<file path="config.mk">
export PLATFORM = sky130hd
export DESIGN_NAME = imem_loader_flat
export DESIGN_NICKNAME = d
export VERILOG_FILES = /design/src/rtl/imem_loader_if.sv /design/src/rtl/imem_loader.sv /design/src/flat_wrapper.sv
export SDC_FILE = /design/constraint.sdc
export NUM_CORES = 1
export LEC_CHECK = 0
export ABC_AREA = 1
export ABC_CLOCK_PERIOD_IN_PS = 1900
export CAP_MARGIN = 10
export CORE_MARGIN = 5
export CORE_UTILIZATION = 35
export CTS_CLUSTER_DIAMETER = 100
export DETAILED_ROUTE_END_ITERATION = 16
export PLACE_DENSITY = 0.67
export SLEW_MARGIN = 40
export SYNTH_ARGS = -nofsm -noshare
export SYNTH_HDL_FRONTEND = slang
export SYNTH_SLANG_ARGS = --single-unit
export TNS_END_PERCENT = 5
</file>
<file path="constraint.sdc">
create_clock -name clk_i -period 1.9 [get_ports clk_i]
set_input_delay 0.19 -clock clk_i [delete_from_list [all_inputs] [get_ports clk_i]]
set_output_delay 0.19 -clock clk_i [all_outputs]
set_load 0.01 [all_outputs]
</file>
<file path="src/rtl/imem_loader_if.sv">
// Loader-side bundle: inbound byte stream (valid/ready) and outbound instruction-memory write port.
interface imem_loader_if #(
    parameter int unsigned ADDR_W = 6
);
    logic [7:0]        byte_data;
    logic              byte_valid;
    logic              byte_ready;
    logic              we;
    logic [ADDR_W-1:0] waddr;
    logic [31:0]       wdata;

    modport master (
        input  byte_data, byte_valid,
        output byte_ready, we, waddr, wdata
    );

    modport slave (
        output byte_data, byte_valid,
        input  byte_ready, we, waddr, wdata
    );
endinterface

</file>
<file path="src/rtl/imem_loader.sv">
// Receives a length-prefixed byte stream, packs it little-endian into 32-bit words and writes
// them to instruction memory from address 0, holding the core in reset until the load is done.
module imem_loader #(
    parameter int unsigned ADDR_W = 6
) (
    input  logic          clk_i,
    input  logic          rst_i,
    input  logic          start_i,
    imem_loader_if.master bus,
    output logic          cpu_rst_no,
    output logic          busy_o,
    output logic          done_o,
    output logic          err_o,
    output logic [15:0]   words_o
);
    localparam int unsigned DEPTH = 1 << ADDR_W;

    typedef enum logic [2:0] {StIdle, StLenLo, StLenHi, StData, StWrite, StDone} state_e;

    state_e      state_q, state_d;
    logic [15:0] len_q, len_d;
    logic [15:0] widx_q, widx_d;
    logic [1:0]  lane_q, lane_d;
    logic [31:0] word_q, word_d;
    logic        err_q, err_d;
    logic [15:0] words_q, words_d;

    logic        accept;
    logic        in_range;

    always_ff @(posedge clk_i) begin
        if (rst_i) begin
            state_q <= StIdle;
            len_q   <= '0;
            widx_q  <= '0;
            lane_q  <= '0;
            word_q  <= '0;
            err_q   <= 1'b0;
            words_q <= '0;
        end else begin
            state_q <= state_d;
            len_q   <= len_d;
            widx_q  <= widx_d;
            lane_q  <= lane_d;
            word_q  <= word_d;
            err_q   <= err_d;
            words_q <= words_d;
        end
    end

    // Guards the write so an oversized frame never aliases onto low addresses.
    assign in_range = (widx_q < DEPTH[15:0]);

    always_comb begin
        state_d = state_q;
        len_d   = len_q;
        widx_d  = widx_q;
        lane_d  = lane_q;
        word_d  = word_q;
        err_d   = err_q;
        words_d = words_q;
        accept  = bus.byte_valid &&
                  (state_q == StLenLo || state_q == StLenHi || state_q == StData);

        unique case (state_q)
            StIdle, StDone: begin
                if (start_i) begin
                    state_d = StLenLo;
                    err_d   = 1'b0;
                    words_d = '0;
                    widx_d  = '0;
                    lane_d  = '0;
                end
            end
            StLenLo: begin
                if (accept) begin
                    len_d[7:0] = bus.byte_data;
                    state_d    = StLenHi;
                end
            end
            StLenHi: begin
                if (accept) begin
                    len_d[15:8] = bus.byte_data;
                    state_d     = ({bus.byte_data, len_q[7:0]} == 16'd0) ? StDone : StData;
                end
            end
            StData: begin
                if (accept) begin
                    word_d[{lane_q, 3'b000} +: 8] = bus.byte_data;
                    lane_d = lane_q + 2'd1;
                    if (lane_q == 2'd3) state_d = StWrite;
                end
            end
            StWrite: begin
                if (in_range) words_d = words_q + 16'd1;
                else          err_d   = 1'b1;
                widx_d  = widx_q + 16'd1;
                lane_d  = '0;
                state_d = (widx_q + 16'd1 == len_q) ? StDone : StData;
            end
            default: state_d = StIdle;
        endcase
    end

    always_comb begin
        bus.byte_ready = 1'b0;
        bus.we         = 1'b0;
        bus.waddr      = widx_q[ADDR_W-1:0];
        bus.wdata      = word_q;
        cpu_rst_no     = 1'b0;
        busy_o         = 1'b0;
        done_o         = 1'b0;
        err_o          = err_q;
        words_o        = words_q;

        unique case (state_q)
            StLenLo, StLenHi, StData: begin
                bus.byte_ready = 1'b1;
                busy_o         = 1'b1;
            end
            StWrite: begin
                bus.we = in_range;
                busy_o = 1'b1;
            end
            StDone: begin
                done_o     = 1'b1;
                cpu_rst_no = 1'b1;
            end
            default: ;
        endcase
    end
endmodule
</file>
<file path="src/flat_wrapper.sv">
// flat-port wrapper written by rule: the top's interface ports become plain ports
module imem_loader_flat 
#(
    parameter int unsigned ADDR_W = 6
)
  (clk_i, rst_i, start_i, cpu_rst_no, busy_o, done_o, err_o, words_o, bus_byte_data, bus_byte_valid, bus_byte_ready, bus_we, bus_waddr, bus_wdata);
  imem_loader_if #(.ADDR_W(ADDR_W)) bus_i ();
  input  logic clk_i;
  input  logic rst_i;
  input  logic start_i;
  output logic cpu_rst_no;
  output logic busy_o;
  output logic done_o;
  output logic err_o;
  output logic [15:0] words_o;
  input wire logic [$bits(bus_i.byte_data)-1:0] bus_byte_data;
  input wire logic [$bits(bus_i.byte_valid)-1:0] bus_byte_valid;
  output wire logic [$bits(bus_i.byte_ready)-1:0] bus_byte_ready;
  output wire logic [$bits(bus_i.we)-1:0] bus_we;
  output wire logic [$bits(bus_i.waddr)-1:0] bus_waddr;
  output wire logic [$bits(bus_i.wdata)-1:0] bus_wdata;
  assign bus_i.byte_data = bus_byte_data;
  assign bus_i.byte_valid = bus_byte_valid;
  assign bus_byte_ready = bus_i.byte_ready;
  assign bus_we = bus_i.we;
  assign bus_waddr = bus_i.waddr;
  assign bus_wdata = bus_i.wdata;
  imem_loader #(.ADDR_W(ADDR_W)) u_core (.clk_i(clk_i), .rst_i(rst_i), .start_i(start_i), .bus(bus_i), .cpu_rst_no(cpu_rst_no), .busy_o(busy_o), .done_o(done_o), .err_o(err_o), .words_o(words_o));
endmodule
</file>
==> results.txt, run 1 <==
R2r setup slk: 10 ps
Worst setup SP type: flop
Worst Path Arrival: 1700 ps
Sw power: 1.90 mW
Setup_tns: 0 ps
Clk Latency, worst-skew pair: 340 ps
Vias in the first global route: 4431
Outcome: completed
RD Place Congestion: 0.893
Switching share of power: 0.333
P_int: 3.80 mW
Hold crit path type: flop to flop
Die X-Extent: 125 um
Number of enable flip-flop cells after synthesis: 0
Routed wire length per instance: 13.4 um
CTS Root Cell: clkbuf_16
Syn Area/Cell: 6.68 um^2
CP Capture Type: output pin
Tmin final: 1890 ps
Critical R2R Launch: u_core.widx_q[1]
Vias: 4742
Clock slew at reported path FFs: 70 ps
Crit-path max FO: 5
Rows: 42
Crit Path Class: flop to output pin
CTS sink count: 86
Mapped Area: 4620 um^2
Initial core utilization: 0.353
Total track usage: 0.165
CTS tree: yes
FFs w/ async S/R, synth: 0
Post-synth net total: 712
Total gr overflow: 0
Leakage power: 2.54 nW
Drt total wl: 13.1 mm
Critical Path RT: 1710 ps
Leading area contributor after synthesis: dfxtp_1
Port Buffers: 71
RSZ-0062 raised after global routing: true
Slew Limit Fails: 0
Worst IR Drop VDD: 0.000478 V
Final worst slack: 15.0 ps
Hold Crit Start: u_core.bus.wdata[4]
Area Overhead vs Synth: 34.9%
Die Footprint: 15600 um^2
Dominant synthesized flop cell: dfxtp_1
Slew @ Worst Pin: 454 ps
Combinational share of power: 0.284
#FFs+latches synth: 86
Final Hold Vio Count: 0
First-pass iteration count of the detailed router: 5
Final setup fails: 0
CTS HTree Levels: 3
Global-route wire length before repair: 21.4 mm
Pin count of the biggest net entering global routing: 37
TritonCTS Buffers: 9
Number of max-cap violations: 0
Clock Path Buffers: 2
Residual DRC: 0
Initial antenna violation count: 0
Min Hold Slack: 467 ps
Worst setup path startpoint: u_core.state_q[1]
Clock network power share: 0.361
Drt first-iter violations: 221
N_diodes: 0
Mapped Cells: 692
Yosys warnings: 0
Hold-fix buffers at CTS: 0
Max Fclk: 0.531 GHz
Post-Layout Cell Count: 977
P per Cell Area: 914 nW/um^2
HPWL Detailed: 9.54 mm
Sequential-to-total area share from yosys stat: 0.372
Remaining antenna violation count: 0
Sequential share of power: 0.355
Final period utilization: 0.992
Clock skew: 8.42 ps
Placed cells: 955
Area contributors post-synth: dfxtp_1 (37%), nand2_1 (15%), a21oi_1 (7.6%), nand3_1 (6.2%), inv_1 (5.6%)
Via/cell ratio: 4.85
Top-area cell type share of the netlist area: 0.372
Most common cell in the netlist: nand2_1
# nets final: 816
Post-Place Worst Slack: -18.9 ps
Max-slew headroom: 0.697
Io pins: 72
Synth cell count leaders: nand2_1 (186), dfxtp_1 (86), a21oi_1 (70), inv_1 (69)
CORE AREA: 13100 um^2
Share of layout cells above drive strength 1: 0.155
Height of the die: 125 um
Post-synthesis cell type count: 36
==> final timing paths <==
check,cells after the start,end
max reg2reg,14,u_core.state_q[1]
max,5,bus_byte_ready
min,2,u_core.bus.wdata[4]
min reg2reg,2,u_core.bus.wdata[4]
==> cells in the final DEF, fill, tap and decap left out, types with 3 or more instances in the layout <==
| cell type | count |
|---|---|
| inv_1 | 69 |
| nand3_1 | 56 |
| o21bai_1 | 3 |
| dfxtp_1 | 77 |
| inv_2 | 6 |
| nand3_2 | 3 |
| ha_1 | 7 |
| o211a_1 | 6 |
| nand2_4 | 3 |
| bufinv_16 | 3 |
| nand2_2 | 12 |
| or3_1 | 8 |
| clkdlybuf4s50_1 | 69 |
| o21ai_0 | 43 |
| buf_4 | 44 |
| nor2_1 | 52 |
| clkbuf_16 | 9 |
| nand2_1 | 180 |
| dfxtp_2 | 8 |
| nor2_4 | 9 |
| nand4_1 | 14 |
| nor3_1 | 10 |
| nor2_2 | 9 |
| a21oi_1 | 69 |
==> flip-flops by register name, summed over array words and instances (netlist names) <==
name and cells:
u_core.state_q 3, u_core.words_o 16, u_core.widx_q 16, u_core.len_q 16
u_core.bus.wdata 32, u_core.lane_q 2, u_core.err_o 1
==> layer usage <==
layer	GRT usage	part of all wire	vias to the layer above
li1	-	-	2474
met1	0.221	0.47	2137
met2	0.263	0.45	113
met5	0	0	-
met3	0.0375	0.053	18
met4	0.0548	0.020	0
==> power groups by stage <==
stage,Sequential [mW],Clock (mW),Combinational [mW]
4_1_cts,2.02,2.09,1.60
6_report,2.02,2.06,1.62
5_1_grt,2.04,2.17,1.81
3_3_place_gp,2.06,0,1.59
2_1_floorplan,2.04,0,1.06
3_5_place_dp,2.06,0,1.58
==> what timing repair did <==
action	in CTS	in global routing
buffers inserted	0	5
gates resized for setup	6	30
hold endpoints to repair	0	0
endpoints found under the setup margin	7	11
pin swaps	0	10
gates cloned	0	1
==> kinds of logic after synthesis <==
| family | after synthesis | synth area share |
|---|---|---|
| AO/OA/AOI/OAI | 129 | 0.150 |
| XOR/XNOR | 1 | 0.00189 |
| adder cells (fa/ha/maj) | 8 | 0.0217 |
| buffers and inverters | 102 | 0.0915 |
| flip-flops | 86 | 0.372 |
| AND/OR/NAND/NOR | 366 | 0.363 |
==> metrics by stage <==
stage,cell area (um^2),utilization,power [mW]
after detailed placement,5730,0.438,3.64
after floorplan,4630,-,3.10
final,6230,0.476,5.70
after CTS,6090,0.466,5.71
after global placement,5730,0.438,3.64
after global routing,6230,0.476,6.02
==> cell type report <==
class | instances | area (um^2)
timing repair buffer | 117 | 1060
inverter | 77 | 292
tap | 176 | 220
fill | 1338 | 6850
clock buffer | 10 | 239
sequential | 86 | 1740
multi-input combinational | 505 | 2570
clock inverter | 6 | 109
==> worst max-delay path: stages (launching register included) <==
cell and delay, ps:
dfxtp_2 380, inv_2 90, nor2_2 170, nor2_1 90, inv_1 80, clkdlybuf4s50_1 540
Power figures use the tool's default switching activity.
==> inputs of run 2 (changes only) <==
--- a/config.mk
+++ b/config.mk
@@ -12,6 +12,7 @@
 export CORE_UTILIZATION = 35
 export CTS_CLUSTER_DIAMETER = 100
 export DETAILED_ROUTE_END_ITERATION = 16
+export MAX_ROUTING_LAYER = met4
 export PLACE_DENSITY = 0.67
 export SLEW_MARGIN = 40
 export SYNTH_ARGS = -nofsm -noshare
==> results.txt, run 2 (synthesized netlist as in run 1, its figures left out) <==
Outcome: completed (unchanged)
Hold crit path type: flop to flop (unchanged)
Sequential share of power: 0.355 (about the same)
Worst setup SP type: flop (unchanged)
Switching share of power: 0.333 (about the same)
First-pass iteration count of the detailed router: 7 (was 5)
Final setup fails: 0 (unchanged)
Number of max-cap violations: 0 (unchanged)
CTS Root Cell: clkbuf_16 (unchanged)
Initial core utilization: 0.353 (unchanged)
FILL cells: 1338 (unchanged)
Pin count of the biggest net entering global routing: 37 (unchanged)
Met3 wire len: 567 um (was 699 um)
Reg2reg end: u_core.state_q[1] (unchanged)
Die Footprint: 15600 um^2 (unchanged)
Rows: 42 (unchanged)
Max stage delay on crit path: 540 ps (about the same)
Worst Hold End: u_core.bus.wdata[4] (unchanged)
DRT met1 WL: 6.32 mm (was 6.23 mm)
Crit path cell chain: inv_2, nor2_2, nor2_1, inv_1, clkdlybuf4s50_1 (unchanged)
Port Buffers: 71 (unchanged)
# nets final: 816 (unchanged)
Area Overhead vs Synth: 34.9% (unchanged)
Vias in the first global route: 4434 (was 4431)
Highest routed metal layer: met4 (unchanged)
Clock slew at reported path FFs: 70 ps (about the same)
Leakage power: 2.54 nW (unchanged)
Buffer and inverter count on the worst path: 3 (unchanged)
Slew Limit Fails: 0 (unchanged)
N_diodes: 0 (unchanged)
Critical R2R Launch: u_core.widx_q[1] (unchanged)
Global-route wire length before repair: 21.4 mm (about the same)
Reg2Reg Depth: 14 (unchanged)
Residual DRC: 0 (unchanged)
RSZ-0062 raised after global routing: true (unchanged)
R2r setup slk: 20 ps (was 10 ps)
Final Hold Vio Count: 0 (unchanged)
Initial antenna violation count: 0 (unchanged)
Clk Latency, worst-skew pair: 340 ps (about the same)
HPWL Detailed: 9.54 mm (unchanged)
Height of the die: 125 um (unchanged)
Commonest non-fill, non-tap cell in the layout: nand2_1 (unchanged)
Via/cell ratio: 4.84 (was 4.85)
Placed cells: 955 (unchanged)
Worst IR Drop VDD: 0.000478 V (about the same)
FF+latch area: 1740 um^2 (unchanged)
CTS tree: yes (unchanged)
Sw power: 1.90 mW (about the same)
Max-slew headroom: 0.699 (was 0.697)
P_int: 3.80 mW (about the same)
Io pins: 72 (unchanged)
Combinational share of power: 0.284 (about the same)
CP Capture Type: output pin (unchanged)
Crit-path max FO: 5 (unchanged)
Max reg flops: 32 (unchanged)
Most frequent cells in the layout: nand2_1 (180), dfxtp_1 (77), inv_1 (69), a21oi_1 (69), clkdlybuf4s50_1 (69) (unchanged)
Multi-input logic area: 2570 um^2 (unchanged)
Clock network power share: 0.361 (about the same)
Hold Crit Start: u_core.bus.wdata[4] (unchanged)
CTS sink count: 86 (unchanged)
Critical Path RT: 1710 ps (about the same)
Total track usage: 0.170 (was 0.165)
Drt first-iter violations: 209 (was 221)
Met2 Wirelength: 5.92 mm (was 5.95 mm)
Min Hold Slack: 467 ps (about the same)
RD Place Congestion: 0.908 (was 0.893)
Routed wire length per instance: 13.4 um (about the same)
Tmin final: 1880 ps (was 1890 ps)
Remaining antenna violation count: 0 (unchanged)
Setup_tns: 0 ps (unchanged)
Vias: 4733 (was 4742)
Clock Path Buffers: 2 (unchanged)
P per Cell Area: 914 nW/um^2 (about the same)
Post-Layout Cell Count: 977 (unchanged)
Final period utilization: 0.991 (was 0.992)
Drt total wl: 13.1 mm (about the same)
Total gr overflow: 0 (unchanged)
Hold-fix buffers at CTS: 0 (unchanged)
Hold Path Cell Cnt: 2 (unchanged)
CORE AREA: 13100 um^2 (unchanged)
CTS HTree Levels: 3 (unchanged)
TritonCTS Buffers: 9 (unchanged)
Cell family with most CP delay: buffers and inverters (unchanged)
Max Fclk: 0.531 GHz (about the same)
Crit Path Class: flop to output pin (unchanged)
Slew @ Worst Pin: 450 ps (was 454 ps)
Die X-Extent: 125 um (unchanged)
Clock skew: 8.45 ps (was 8.42 ps)
Share of layout cells above drive strength 1: 0.155 (unchanged)
Slowest CP cell: clkdlybuf4s50_1 (unchanged)
Worst Path Arrival: 1690 ps (was 1700 ps)
[run 2: repair_timing]
action,4_1_cts,5_1_grt
cloned,0,1
resized for setup,6,30
endpoints found under the setup margin,7,11
pin swaps,0,10
buffers inserted,0,5
hold endpoints to repair,0,0
[run 2: worst max-delay path by stage]
stage	endpoint	slack (ps)	cells after the start	from
3_5_place_dp	u_core.state_q[1]	-20	14	u_core.widx_q[1]
3_3_place_gp	u_core.state_q[1]	10	14	u_core.widx_q[0]
2_1_floorplan	u_core.bus.wdata[21]	10	9	u_core.lane_q[0]
5_1_grt	u_core.state_q[1]	-190	13	u_core.widx_q[4]
6_report	bus_byte_ready	20	5	u_core.state_q[1]
4_1_cts	busy_o	-60	4	u_core.state_q[0]
[run 2: metal layers]
metal | GRT usage | up-vias
met5 | - | -
met4 | 0.0548 | 0
met3 | 0.0341 | 20
met2 | 0.263 | 106
met1 | 0.223 | 2131
li1 | - | 2476
[run 2: cell type report]
cell class,instances,area share
Tap cell,176,0.0353
Multi-Input combinational cell,505,0.413
Clock inverter,6,0.0175
Sequential cell,86,0.278
Timing Repair Buffer,117,0.171
Clock buffer,10,0.0383
Inverter,77,0.0468
[run 2: power by group through the flow]
stage,combinational (mW),clock (mW),sequential [mW]
global placement,1.59,0,2.06
finish,1.62,2.06,2.02
CTS,1.60,2.09,2.02
floorplan,1.06,0,2.04
global route,1.81,2.17,2.04
detailed placement,1.58,0,2.06
[run 2: worst reg2reg max path: cells and delay by family, from the launching register on]
family / cells / cell delay [ps]
flops: 1 / 370
simple gates: 12 / 1170
fa+ha+maj: 1 / 140
compound gates: 1 / 50
[run 2: stage by stage]
| stage | instance area [um^2] | utilization | worst slack [ps] | power (mW) |
|---|---|---|---|---|
| global placement | 5730 | 0.438 | 10.2 | 3.64 |
| global route | 6230 | 0.476 | -187 | 6.02 |
| floorplan | 4630 | - | 10.3 | 3.10 |
| finish | 6230 | 0.476 | 16.6 | 5.70 |
| detailed placement | 5730 | 0.438 | -18.9 | 3.64 |
| CTS | 6090 | 0.466 | -60.9 | 5.71 |
==> inputs of run 3 (changes only) <==
--- a/config.mk
+++ b/config.mk
@@ -8,10 +8,11 @@
 export ABC_AREA = 1
 export ABC_CLOCK_PERIOD_IN_PS = 1900
 export CAP_MARGIN = 10
-export CORE_MARGIN = 5
+export CORE_MARGIN = 4
 export CORE_UTILIZATION = 35
 export CTS_CLUSTER_DIAMETER = 100
 export DETAILED_ROUTE_END_ITERATION = 16
+export GPL_TIMING_DRIVEN = 0
 export MAX_ROUTING_LAYER = met4
 export PLACE_DENSITY = 0.67
 export SLEW_MARGIN = 40
==> results.txt, run 3 (synthesized netlist as in run 1, its figures left out) <==
Worst setup SP type: flop (unchanged)
Commonest non-fill, non-tap cell in the layout: nand2_1 (unchanged)
Reg2Reg Depth: 16 (was 14)
Max reg flops: 32 (unchanged)
Max-slew headroom: 0.577 (was 0.699)
Tmin final: 1900 ps (was 1880 ps)
Final setup fails: 0 (unchanged)
Crit Path Class: flop to flop (was flop to output pin)
Drt first-iter violations: 180 (was 209)
Reg2reg end: u_core.state_q[1] (unchanged)
Pin count of the biggest net entering global routing: 15 (was 37)
# nets final: 802 (was 816)
Min Hold Slack: 332 ps (was 467 ps)
Outcome: completed (unchanged)
Port Buffers: 70 (was 71)
Height of the die: 123 um (was 125 um)
Crit-path max FO: 5 (unchanged)
P per Cell Area: 930 nW/um^2 (was 914 nW/um^2)
Hold Path Cell Cnt: 2 (unchanged)
Die Footprint: 15100 um^2 (was 15600 um^2)
Clock skew: 4.34 ps (was 8.45 ps)
Die X-Extent: 123 um (was 125 um)
Slew @ Worst Pin: 635 ps (was 450 ps)
Final period utilization: 1.00 (was 0.991)
HPWL Detailed: 9.42 mm (was 9.54 mm)
Slew Limit Fails: 0 (unchanged)
Io pins: 72 (unchanged)
Worst setup path startpoint: u_core.widx_q[0] (was u_core.state_q[1])
Finished Cell Area: 6160 um^2 (was 6230 um^2)
Drt total wl: 13.0 mm (was 13.1 mm)
RSZ-0062 raised after global routing: true (unchanged)
Share of layout cells above drive strength 1: 0.149 (was 0.155)
Area Overhead vs Synth: 33.2% (was 34.9%)
Initial core utilization: 0.362 (was 0.353)
GR Util met1: 0.231 (was 0.223)
Leakage power: 2.44 nW (was 2.54 nW)
Remaining antenna violation count: 0 (unchanged)
Vias: 4685 (was 4733)
Post-Layout Cell Count: 959 (was 977)
Clk Latency, worst-skew pair: 340 ps (about the same)
GRT met3 Usage: 0.0302 (was 0.0341)
Hold crit path type: primary input to flop (was flop to flop)
Max Fclk: 0.526 GHz (was 0.531 GHz)
CTS HTree Levels: 3 (unchanged)
Met2 Use GR: 0.280 (was 0.263)
N_diodes: 0 (unchanged)
TritonCTS Buffers: 9 (unchanged)
Worst Path Arrival: 2110 ps (was 1690 ps)
Placed cells: 934 (was 955)
Global-route wire length before repair: 21.2 mm (was 21.4 mm)
Post-Place Worst Slack: -272 ps (was -18.9 ps)
DP Area: 5540 um^2 (was 5730 um^2)
Total gr overflow: 0 (unchanged)
Routed wire length per instance: 13.5 um (was 13.4 um)
First-pass iteration count of the detailed router: 4 (was 7)
R2r setup slk: 0.5 ps (was 20 ps)
CORE AREA: 12800 um^2 (was 13100 um^2)
Final worst slack: 0.506 ps (was 16.6 ps)
Final Hold Vio Count: 0 (unchanged)
CTS tree: yes (unchanged)
Worst IR Drop VDD: 0.000572 V (was 0.000478 V)
Critical Path RT: 2110 ps (was 1710 ps)
Number of max-cap violations: 0 (unchanged)
Rows: 41 (was 42)
Clock Path Buffers: 2 (unchanged)
RD Place Congestion: 0.853 (was 0.908)
CP Capture Type: flop (was output pin)
Worst Hold End: u_core.state_q[2] (was u_core.bus.wdata[4])
CTS sink count: 86 (unchanged)
Total track usage: 0.182 (was 0.170)
GR peak layer: met2 (unchanged)
Critical R2R Launch: u_core.widx_q[0] (was u_core.widx_q[1])
Initial antenna violation count: 0 (unchanged)
CTS Root Cell: clkbuf_16 (unchanged)
Residual DRC: 0 (unchanged)
Via/cell ratio: 4.89 (was 4.84)
Hold-fix buffers at CTS: 0 (unchanged)
Clock slew at reported path FFs: 60 ps (was 70 ps)
Vias in the first global route: 4412 (was 4434)
Hold Crit Start: rst_i (was u_core.bus.wdata[4])
Most frequent cells in the layout: nand2_1 (179), dfxtp_1 (70), a21oi_1 (69) (was nand2_1 (180), dfxtp_1 (77), inv_1 (69), a21oi_1 (69), clkdlybuf4s50_1 (69))
-- run 3: cell count changes in the layout (fill, tap and decap cells not counted), moves of 4 or more --
cell,change
buf_4,-28
dfxtp_4,+4
dfxtp_1,-7
inv_1,-4
clkbuf_1,+10
-- run 3: report_power, final --
group | internal (mW) | switching, mW
Combinational | 0.575 | 1.11
Sequential | 1.93 | 0.105
Clock | 1.28 | 0.736
Total | 3.78 | 1.95
-- run 3: cell type report --
cell class	count	area [um^2]
plain buffers	25	163
clock buffers	9	225
clock inverters	7	113
fillers	1305	6620
inverters	77	294
multi-input cells	505	2620
flip-flops and latches	86	1750
well taps	172	215
repair buffers	78	774
-- run 3: worst max path at each step --
stage,slack [ps],endpoint,cells after the start
after global routing,-210,u_core.state_q[1],14
after detailed placement,-270,u_core.bus.wdata[21],9
after CTS,-130,u_core.state_q[2],15
final,0.5,u_core.state_q[1],16
after global placement,-290,u_core.bus.wdata[21],9
after floorplan,10,u_core.bus.wdata[21],9
-- run 3: repair_timing --
| action | in CTS | in global routing |
|---|---|---|
| buffers inserted | 1 | 7 |
| endpoints found under the hold margin | 0 | 0 |
| endpoints found under the setup margin | 39 | 43 |
| gates resized for setup | 23 | 48 |
| gates cloned | 1 | 0 |
| pin swaps | 2 | 18 |
-- run 3: through the flow --
step	util	power, mW	TNS (ps)
after global routing	0.482	6.07	-889
final	0.482	5.73	0
after global placement	0.434	3.55	-4710
after floorplan	-	3.10	0
after CTS	0.466	5.65	-268
after detailed placement	0.434	3.55	-4490
-- run 3: routing by layer --
layer,vias up,part of all wire
li1,2448,-
met5,-,0
met2,130,0.45
met4,0,0.036
met1,2070,0.47
met3,37,0.047
-- run 3: worst max-delay path, stage by stage (launching register included) --
cell and delay [ps]:
dfxtp_4 380, ha_4 170, nand2_8 70, nor2_4 160, nand2_1 80, nand2_1 110, nand2_1 60, nand2_1 70
nand2_1 50, nor2_1 100, nand2_1 70, nor2_2 110, nand3_1 90, nand2_1 70, nand2_1 70, nand2_2 80
a21oi_2 50
